`config.mk`:
```
export PLATFORM = sky130hd
export DESIGN_NAME = qam_tx_sched_flat
export DESIGN_NICKNAME = d
export VERILOG_FILES = /design/src/rtl/qam_tx_sched_if.sv /design/src/rtl/qam_tx_sched.sv /design/src/flat_wrapper.sv
export SDC_FILE = /design/constraint.sdc
export NUM_CORES = 1
export LEC_CHECK = 0
export ABC_AREA = 1
export CELL_PAD_IN_SITES_DETAIL_PLACEMENT = 1
export CELL_PAD_IN_SITES_GLOBAL_PLACEMENT = 1
export CORE_MARGIN = 3
export CORE_UTILIZATION = 42
export CTS_BUF_LIST = sky130_fd_sc_hd__clkbuf_16
export DETAILED_ROUTE_END_ITERATION = 10
export GPL_TIMING_DRIVEN = 0
export PLACE_DENSITY = 0.88
export SLEW_MARGIN = 5
export SYNTH_ARGS = -nofsm -noshare
export SYNTH_HDL_FRONTEND = slang
export SYNTH_SLANG_ARGS = --single-unit
```
`constraint.sdc`:
```
create_clock -name clk -period 2.1 [get_ports clk]
set_input_delay 0.63 -clock clk [delete_from_list [all_inputs] [get_ports clk]]
set_output_delay 0.63 -clock clk [all_outputs]
set_load 0.05 [all_outputs]
```
`src/rtl/qam_tx_sched_if.sv`:
```
// qam_tx_sched_if -- payload byte stream into the QAM TX frame scheduler.
// Signals:
//   s_data   8  payload byte
//   s_valid  1  s_data is valid
//   s_last   1  s_data is the final byte of the frame
//   s_ready  1  byte accepted on a cycle with s_valid && s_ready
// Modports: master = byte source, slave = scheduler.
interface qam_tx_sched_if;
    logic [7:0] s_data;
    logic       s_valid;
    logic       s_last;
    logic       s_ready;

    modport master (output s_data, output s_valid, output s_last, input s_ready);
    modport slave  (input s_data, input s_valid, input s_last, output s_ready);
endinterface

```
`src/rtl/qam_tx_sched.sv`:
```
// qam_tx_sched -- frame scheduler in front of the 2-QAM (BPSK) symbol mapper.
// Accepts payload bytes on a valid/ready stream and paces one bit per symbol
// slot: preamble, payload MSB-first, optional CRC-8, then a silent guard gap.
// Build option: define QAM_TX_SCHED_CRC8_EN to append a CRC-8 over the payload
// (poly 0x07, init 0x00, no final XOR); undefined, PAY goes straight to GAP.
// Ports:
//   clk         system clock, posedge
//   rst         asynchronous active-low reset
//   s (slave)   s_data / s_valid / s_last in, s_ready out
//   bit_out     symbol bit to the mapper, held between strobes, 0 in GAP
//   bit_valid   1-clk strobe: bit_out is a new symbol
//   busy        high in every state other than IDLE
//   underrun    1-clk pulse: a payload slot found no byte available
//   frame_done  1-clk pulse on the GAP -> IDLE transition
module qam_tx_sched #(
    parameter int unsigned SYM_DIV  = 4,
    parameter int unsigned PRE_BITS = 16,
    parameter logic [31:0] PRE_WORD = 32'hAAAA,
    parameter int unsigned GAP_SYMS = 8
) (
    input  logic          clk,
    input  logic          rst,
    qam_tx_sched_if.slave s,
    output logic          bit_out,
    output logic          bit_valid,
    output logic          busy,
    output logic          underrun,
    output logic          frame_done
);
    localparam int unsigned SW   = (SYM_DIV > 1) ? $clog2(SYM_DIV) : 1;
    // One phase counter serves preamble, payload bit index, CRC and gap.
    localparam int unsigned CMAX = (GAP_SYMS > 32) ? GAP_SYMS : 32;
    localparam int unsigned CW   = $clog2(CMAX);

`ifdef QAM_TX_SCHED_CRC8_EN
    typedef enum logic [2:0] {ST_IDLE, ST_PRE, ST_PAY, ST_CRC, ST_GAP} state_t;
`else
    typedef enum logic [1:0] {ST_IDLE, ST_PRE, ST_PAY, ST_GAP} state_t;
`endif

    state_t        state;
    logic [SW-1:0] sym_cnt;
    logic [CW-1:0] cnt;
    logic [7:0]    hold_data;
    logic          hold_full;
    logic          hold_last;
    logic          last_acc;   // final byte of the frame already accepted
    logic [7:0]    shift;
    logic          cur_last;   // byte now being shifted out is the final one
    logic          run;        // low only until the first clock after reset
`ifdef QAM_TX_SCHED_CRC8_EN
    logic [7:0]    crc;
    logic [7:0]    crc_next;
`endif

    logic       slot;
    logic       accept;
    logic       need_byte;
    logic [7:0] cur_byte;
    logic [4:0] pre_idx;

    assign slot      = (state != ST_IDLE) && (sym_cnt == SW'(SYM_DIV - 1));
    assign accept    = s.s_valid && s.s_ready;
    // Bit index 0 of a payload byte takes its bit straight from hold, so the
    // shift register reload and the first bit of the new byte share one slot.
    assign need_byte = (cnt[2:0] == 3'd0);
    assign cur_byte  = need_byte ? hold_data : shift;
    assign pre_idx   = 5'(PRE_BITS - 1) - cnt[4:0];
    assign busy      = (state != ST_IDLE);

    // NOTE: s_ready is gated by the registered run flag so it stays 0 while
    // rst is low, even though IDLE with an empty hold would otherwise decode
    // as ready.
    assign s.s_ready = run && !hold_full && !last_acc &&
                       (state == ST_IDLE || state == ST_PRE || state == ST_PAY);

`ifdef QAM_TX_SCHED_CRC8_EN
    assign crc_next = {crc[6:0], 1'b0} ^ ((crc[7] ^ cur_byte[7]) ? 8'h07 : 8'h00);
`endif

    // NOTE: every register here is assigned with <= so all updates see the
    // pre-edge values; mixing in blocking assignments would make results
    // depend on statement order.
    always_ff @(posedge clk or negedge rst) begin
        if (!rst) begin
            state      <= ST_IDLE;
            sym_cnt    <= '0;
            cnt        <= '0;
            hold_data  <= '0;
            hold_full  <= 1'b0;
            hold_last  <= 1'b0;
            last_acc   <= 1'b0;
            shift      <= '0;
            cur_last   <= 1'b0;
            run        <= 1'b0;
            bit_out    <= 1'b0;
            bit_valid  <= 1'b0;
            underrun   <= 1'b0;
            frame_done <= 1'b0;
`ifdef QAM_TX_SCHED_CRC8_EN
            crc        <= '0;
`endif
        end else begin
            run        <= 1'b1;
            bit_valid  <= 1'b0;
            underrun   <= 1'b0;
            frame_done <= 1'b0;

            if (state == ST_IDLE) sym_cnt <= '0;
            else if (slot)        sym_cnt <= '0;
            else                  sym_cnt <= sym_cnt + SW'(1);

            // A load needs an empty hold and a consume needs a full one, so
            // the two never collide on the same edge.
            if (accept) begin
                hold_data <= s.s_data;
                hold_last <= s.s_last;
                hold_full <= 1'b1;
                if (s.s_last) last_acc <= 1'b1;
            end

            case (state)
                ST_IDLE: begin
                    cnt      <= '0;
                    cur_last <= 1'b0;
`ifdef QAM_TX_SCHED_CRC8_EN
                    crc      <= '0;
`endif
                    if (accept) state <= ST_PRE;
                end

                ST_PRE: if (slot) begin
                    bit_out   <= PRE_WORD[pre_idx];
                    bit_valid <= 1'b1;
                    if (cnt == CW'(PRE_BITS - 1)) begin
                        cnt   <= '0;
                        state <= ST_PAY;
                    end else begin
                        cnt <= cnt + CW'(1);
                    end
                end

                ST_PAY: if (slot) begin
                    if (need_byte && !hold_full) begin
                        // Stall: no strobe, index holds, resume on arrival.
                        underrun <= 1'b1;
                    end else begin
                        bit_out   <= cur_byte[7];
                        bit_valid <= 1'b1;
                        shift     <= {cur_byte[6:0], 1'b0};
`ifdef QAM_TX_SCHED_CRC8_EN
                        crc       <= crc_next;
`endif
                        if (need_byte) begin
                            hold_full <= 1'b0;
                            cur_last  <= hold_last;
                        end
                        if (cnt[2:0] == 3'd7) begin
                            cnt <= '0;
                            if (cur_last) begin
`ifdef QAM_TX_SCHED_CRC8_EN
                                state <= ST_CRC;
`else
                                state <= ST_GAP;
`endif
                            end
                        end else begin
                            cnt <= cnt + CW'(1);
                        end
                    end
                end

`ifdef QAM_TX_SCHED_CRC8_EN
                ST_CRC: if (slot) begin
                    bit_out   <= crc[7];
                    bit_valid <= 1'b1;
                    crc       <= {crc[6:0], 1'b0};
                    if (cnt == CW'(7)) begin
                        cnt   <= '0;
                        state <= ST_GAP;
                    end else begin
                        cnt <= cnt + CW'(1);
                    end
                end
`endif

                ST_GAP: begin
                    bit_out <= 1'b0;
                    if (slot) begin
                        if (cnt == CW'(GAP_SYMS - 1)) begin
                            cnt        <= '0;
                            last_acc   <= 1'b0;
                            frame_done <= 1'b1;
                            state      <= ST_IDLE;
                        end else begin
                            cnt <= cnt + CW'(1);
                        end
                    end
                end

                default: state <= ST_IDLE;
            endcase
        end
    end
endmodule

```
`src/flat_wrapper.sv`:
```
// flat-port wrapper written by rule: the top's interface ports become plain ports
module qam_tx_sched_flat 
#(
    parameter int unsigned SYM_DIV  = 4,
    parameter int unsigned PRE_BITS = 16,
    parameter logic [31:0] PRE_WORD = 32'hAAAA,
    parameter int unsigned GAP_SYMS = 8
)
  (clk, rst, bit_out, bit_valid, busy, underrun, frame_done, s_s_data, s_s_valid, s_s_last, s_s_ready);
  qam_tx_sched_if s_i ();
  input  logic clk;
  input  logic rst;
  output logic bit_out;
  output logic bit_valid;
  output logic busy;
  output logic underrun;
  output logic frame_done;
  input wire logic [$bits(s_i.s_data)-1:0] s_s_data;
  input wire logic [$bits(s_i.s_valid)-1:0] s_s_valid;
  input wire logic [$bits(s_i.s_last)-1:0] s_s_last;
  output wire logic [$bits(s_i.s_ready)-1:0] s_s_ready;
  assign s_i.s_data = s_s_data;
  assign s_i.s_valid = s_s_valid;
  assign s_i.s_last = s_s_last;
  assign s_s_ready = s_i.s_ready;
  qam_tx_sched #(.SYM_DIV(SYM_DIV), .PRE_BITS(PRE_BITS), .PRE_WORD(PRE_WORD), .GAP_SYMS(GAP_SYMS)) u_core (.clk(clk), .rst(rst), .s(s_i), .bit_out(bit_out), .bit_valid(bit_valid), .busy(busy), .underrun(underrun), .frame_done(frame_done));
endmodule
```
==> qor.yml <==
cts_max_path_buffers: 2
netlist_top_cells_count: "sky130_fd_sc_hd__nand2_1, sky130_fd_sc_hd__dfrtp_1, sky130_fd_sc_hd__nor2_1, sky130_fd_sc_hd__inv_1"
number_of_filler_cells_placed_in_the_layout: 475
synth_top_area_cell: "sky130_fd_sc_hd__dfrtp_1"
hold_violations: 0
ios: 18
compound_gate_portion_of_the_synthesized_area_pct: 7.66
critical_path.n_buffers_inverters: 1
grt_setup_unrepaired: "false"
powerDensity_mw_per_mm2: 630
cp_top_family: "buffers and inverters"
outcome: "completed"
ys.flop_type: "sky130_fd_sc_hd__dfrtp_1"
critical_path.slowest_cell: "sky130_fd_sc_hd__clkdlybuf4s50_1"
synthDominantCellAreaShare_pct: 46.0
synth.cell_area_sq_mm: 0.00180
layout-drive-gt1-share_pct: 17.3
finalMaxSlewViolations: 0
wl_um: 4310
tightest_hold_check_type: "input port to asynchronous set/reset pin"
place.port_buffers: 17
synth_cell_type_count: 31
synth-async-reset-ratio_pct: 100
fin_hold_ws_ns: 0.409
drt-vias-per-instance: 5.06
count_of_inserted_antenna_diode_cells: 0
synth.yosys.seq_area_share_pct: 46.0
root_buffer: "sky130_fd_sc_hd__clkbuf_16"
clock_transition_at_the_registers_of_the_reported_paths_ns: 0.05
clk-insertion-delay-late_ns: 0.28
top_achievable_clock_speed_mhz: 486
tritoncts_sink_count: 33
flop_and_latch_count_out_of_synthesis: 33
synth_top_family_by_area: "simple AND/OR/NAND/NOR gates"
min_clock_period_post_route_ns: 2.06
first_global_vias: 1555
post_synth_mux_area_share_pct: 0
overall_die_width_um: 71.4
edff_count_synth: 0
path_cells: "clkdlybuf4s50_1"
worstSetupEndpointType: "output pin"
arrival_ns: 1.43
fin_crit_sh_pct: 98.0
rows: 23
critPathMaxFanout: 2
share_of_the_synthesized_netlist_area_taken_by_xor_and_xnor_gates_pct: 0.487
placeableCoreArea_sq_mm: 0.00406
final.setup_skew_ns: 0.00318
maximum_single_stage_delay_on_the_critical_path_ns: 0.80
finalWeightedCongestion: 0.842
yosys.cell_count.top_type: "sky130_fd_sc_hd__nand2_1"
numCtsBuffers: 5
grt_first_pass_wirelength_um: 7530
vdd.ir_drop.worst_v: 0.000332
post_synthesis_cells: 218
start_util_pct: 44.3
globalRouteOverflowTotal: 0
drtIter0Drc: 60
yosysWarningCount: 0
detailedRoute.firstPassIterationCount: 4
final_nets: 264
synth.net_count: 240
antenna_found_initial: 0
path_class: "flip-flop to output pin"
post_synthesis_adder_cell_area_fraction_pct: 6.96
syn_to_final_growth_pct: 21.2
finalPower_mw: 1.37
synth.avg_cell_area_sq_um: 8.24
worst_pin_slew_ns: 0.733
drc: 0
drt-wirelength-per-cell_um: 14.7
post-route-util_pct: 53.7
timing.max_slew.rel_slack_pct: 51.2
required_ns: 1.47
synth.area.top_cells: "sky130_fd_sc_hd__dfrtp_1, sky130_fd_sc_hd__nand2_1, sky130_fd_sc_hd__ha_1"
simple_gate_portion_of_the_synthesized_area_pct: 31.9
hold_buffer_count_at_cts: 0
timing.critical_path.from_type: "flip-flop"
tritoncts: "built"
drv_cap: 0
finalSetupViolations: 0
grt.total_usage_pct: 18.9
die_h_um: 71.4
place.detailed.hpwl_um: 3060
grt_start_max_net_pins: 34
vias: 1482
ctsHtreeMaxLevel: 2
drtAntennaViolNets: 0
die_footprint_sq_mm: 0.00510
leakage_power_total_nw: 1.15
[registers in the layout, indices dropped and copies added (netlist names), 2 cells and up]
name,flops
u_core.shift,7
u_core.sym_cnt,2
u_core.cnt,5
u_core.state,2
u_core.hold_data,8
[through the flow]
stage               instances  cell area, sq um  setup TNS [ns]  setup slack [ns]
finish                    293              2180               0            0.0420
global placement          285              2040          -10.54            -0.308
CTS                       293              2170               0            0.0362
detailed placement        285              2040          -0.426            -0.241
floorplan                 218              1810               0             0.288
global route              293              2180               0           0.00918
[worst paths after layout]
| kind | start | endpoint | slack (ns) | cells after the start |
|---|---|---|---|---|
| hold reg to reg | u_core.sym_cnt[0] | u_core.sym_cnt[0] | 0.43 | 1 |
| setup reg to reg | u_core.state[0] | u_core.state[0] | 0.37 | 12 |
| min in group clk | u_core.sym_cnt[0] | u_core.sym_cnt[0] | 0.43 | 1 |
| max in group asynchronous | rst | u_core.state[0] | 1.19 | 1 |
| hold / removal | rst | u_core.cnt[4] | 0.41 | 1 |
| setup / recovery | u_core.bit_out | bit_out | 0.04 | 1 |
[routing by layer]
layer | vias up | GRT usage [%] | part of all wire [%]
met5 | - | 0 | 0
met4 | 0 | 8.14 | 2.1
met3 | 7 | 3.51 | 3.7
met2 | 32 | 30.9 | 49
met1 | 715 | 24.6 | 45
li1 | 728 | - | -
[power by group]
group | internal, mW | switching, mW
clock | 0.434 | 0.267
combinational | 0.0169 | 0.0157
sequential | 0.637 | 0.000264
total | 1.09 | 0.283
[layout by cell type, fill, tap and decap left out, types with 2 or more instances in the layout]
cell type                         netlist  routed
sky130_fd_sc_hd__dfrtp_1               33      31
sky130_fd_sc_hd__clkdlybuf4s50_1        0      14
sky130_fd_sc_hd__nor2_1                23      23
sky130_fd_sc_hd__nand3_2                3       3
sky130_fd_sc_hd__nand2_2                5       5
sky130_fd_sc_hd__clkbuf_16              0       5
sky130_fd_sc_hd__o21ai_1                4       4
sky130_fd_sc_hd__a21oi_1                3       3
sky130_fd_sc_hd__nand3_1               10      10
sky130_fd_sc_hd__nor2_2                 2       2
sky130_fd_sc_hd__nand2_1               70      70
sky130_fd_sc_hd__o31ai_1                5       5
sky130_fd_sc_hd__nor3_1                 3       3
sky130_fd_sc_hd__o21ai_0                3       3
sky130_fd_sc_hd__dfrtp_2                0       2
sky130_fd_sc_hd__buf_2                  1       3
sky130_fd_sc_hd__ha_1                  10      10
sky130_fd_sc_hd__clkinv_2               0       2
sky130_fd_sc_hd__inv_1                 18      18
sky130_fd_sc_hd__nand2_4                3       3
sky130_fd_sc_hd__inv_4                  2       2
sky130_fd_sc_hd__inv_2                  7       7
[area by class of cell]
cell class | count | area, sq um | share of cell area (%)
flip-flops and latches | 33 | 828 | 38.0
clock inverters | 3 | 17.5 | 0.805
multi-input cells | 156 | 863 | 39.7
plain buffers | 2 | 16.3 | 0.747
clock buffers | 5 | 125 | 5.75
well taps | 50 | 62.6 | 2.87
inverters | 27 | 106 | 4.89
repair buffers | 17 | 158 | 7.24
[what timing repair did]
action                     CTS  global route
setup buffers                0             0
setup endpoints to repair    2             1
gates resized for setup     11             2
cloned                       0             0
[cell families (layout without fill, tap and decap cells)]
group	Yosys count	in the layout
compound gates	20	20
xor+xnor	1	1
fa+ha+maj	10	10
buf+inv	29	54
flops	33	33
other cells	1	1
simple gates	124	124
(Power assumes the default switching activity.)
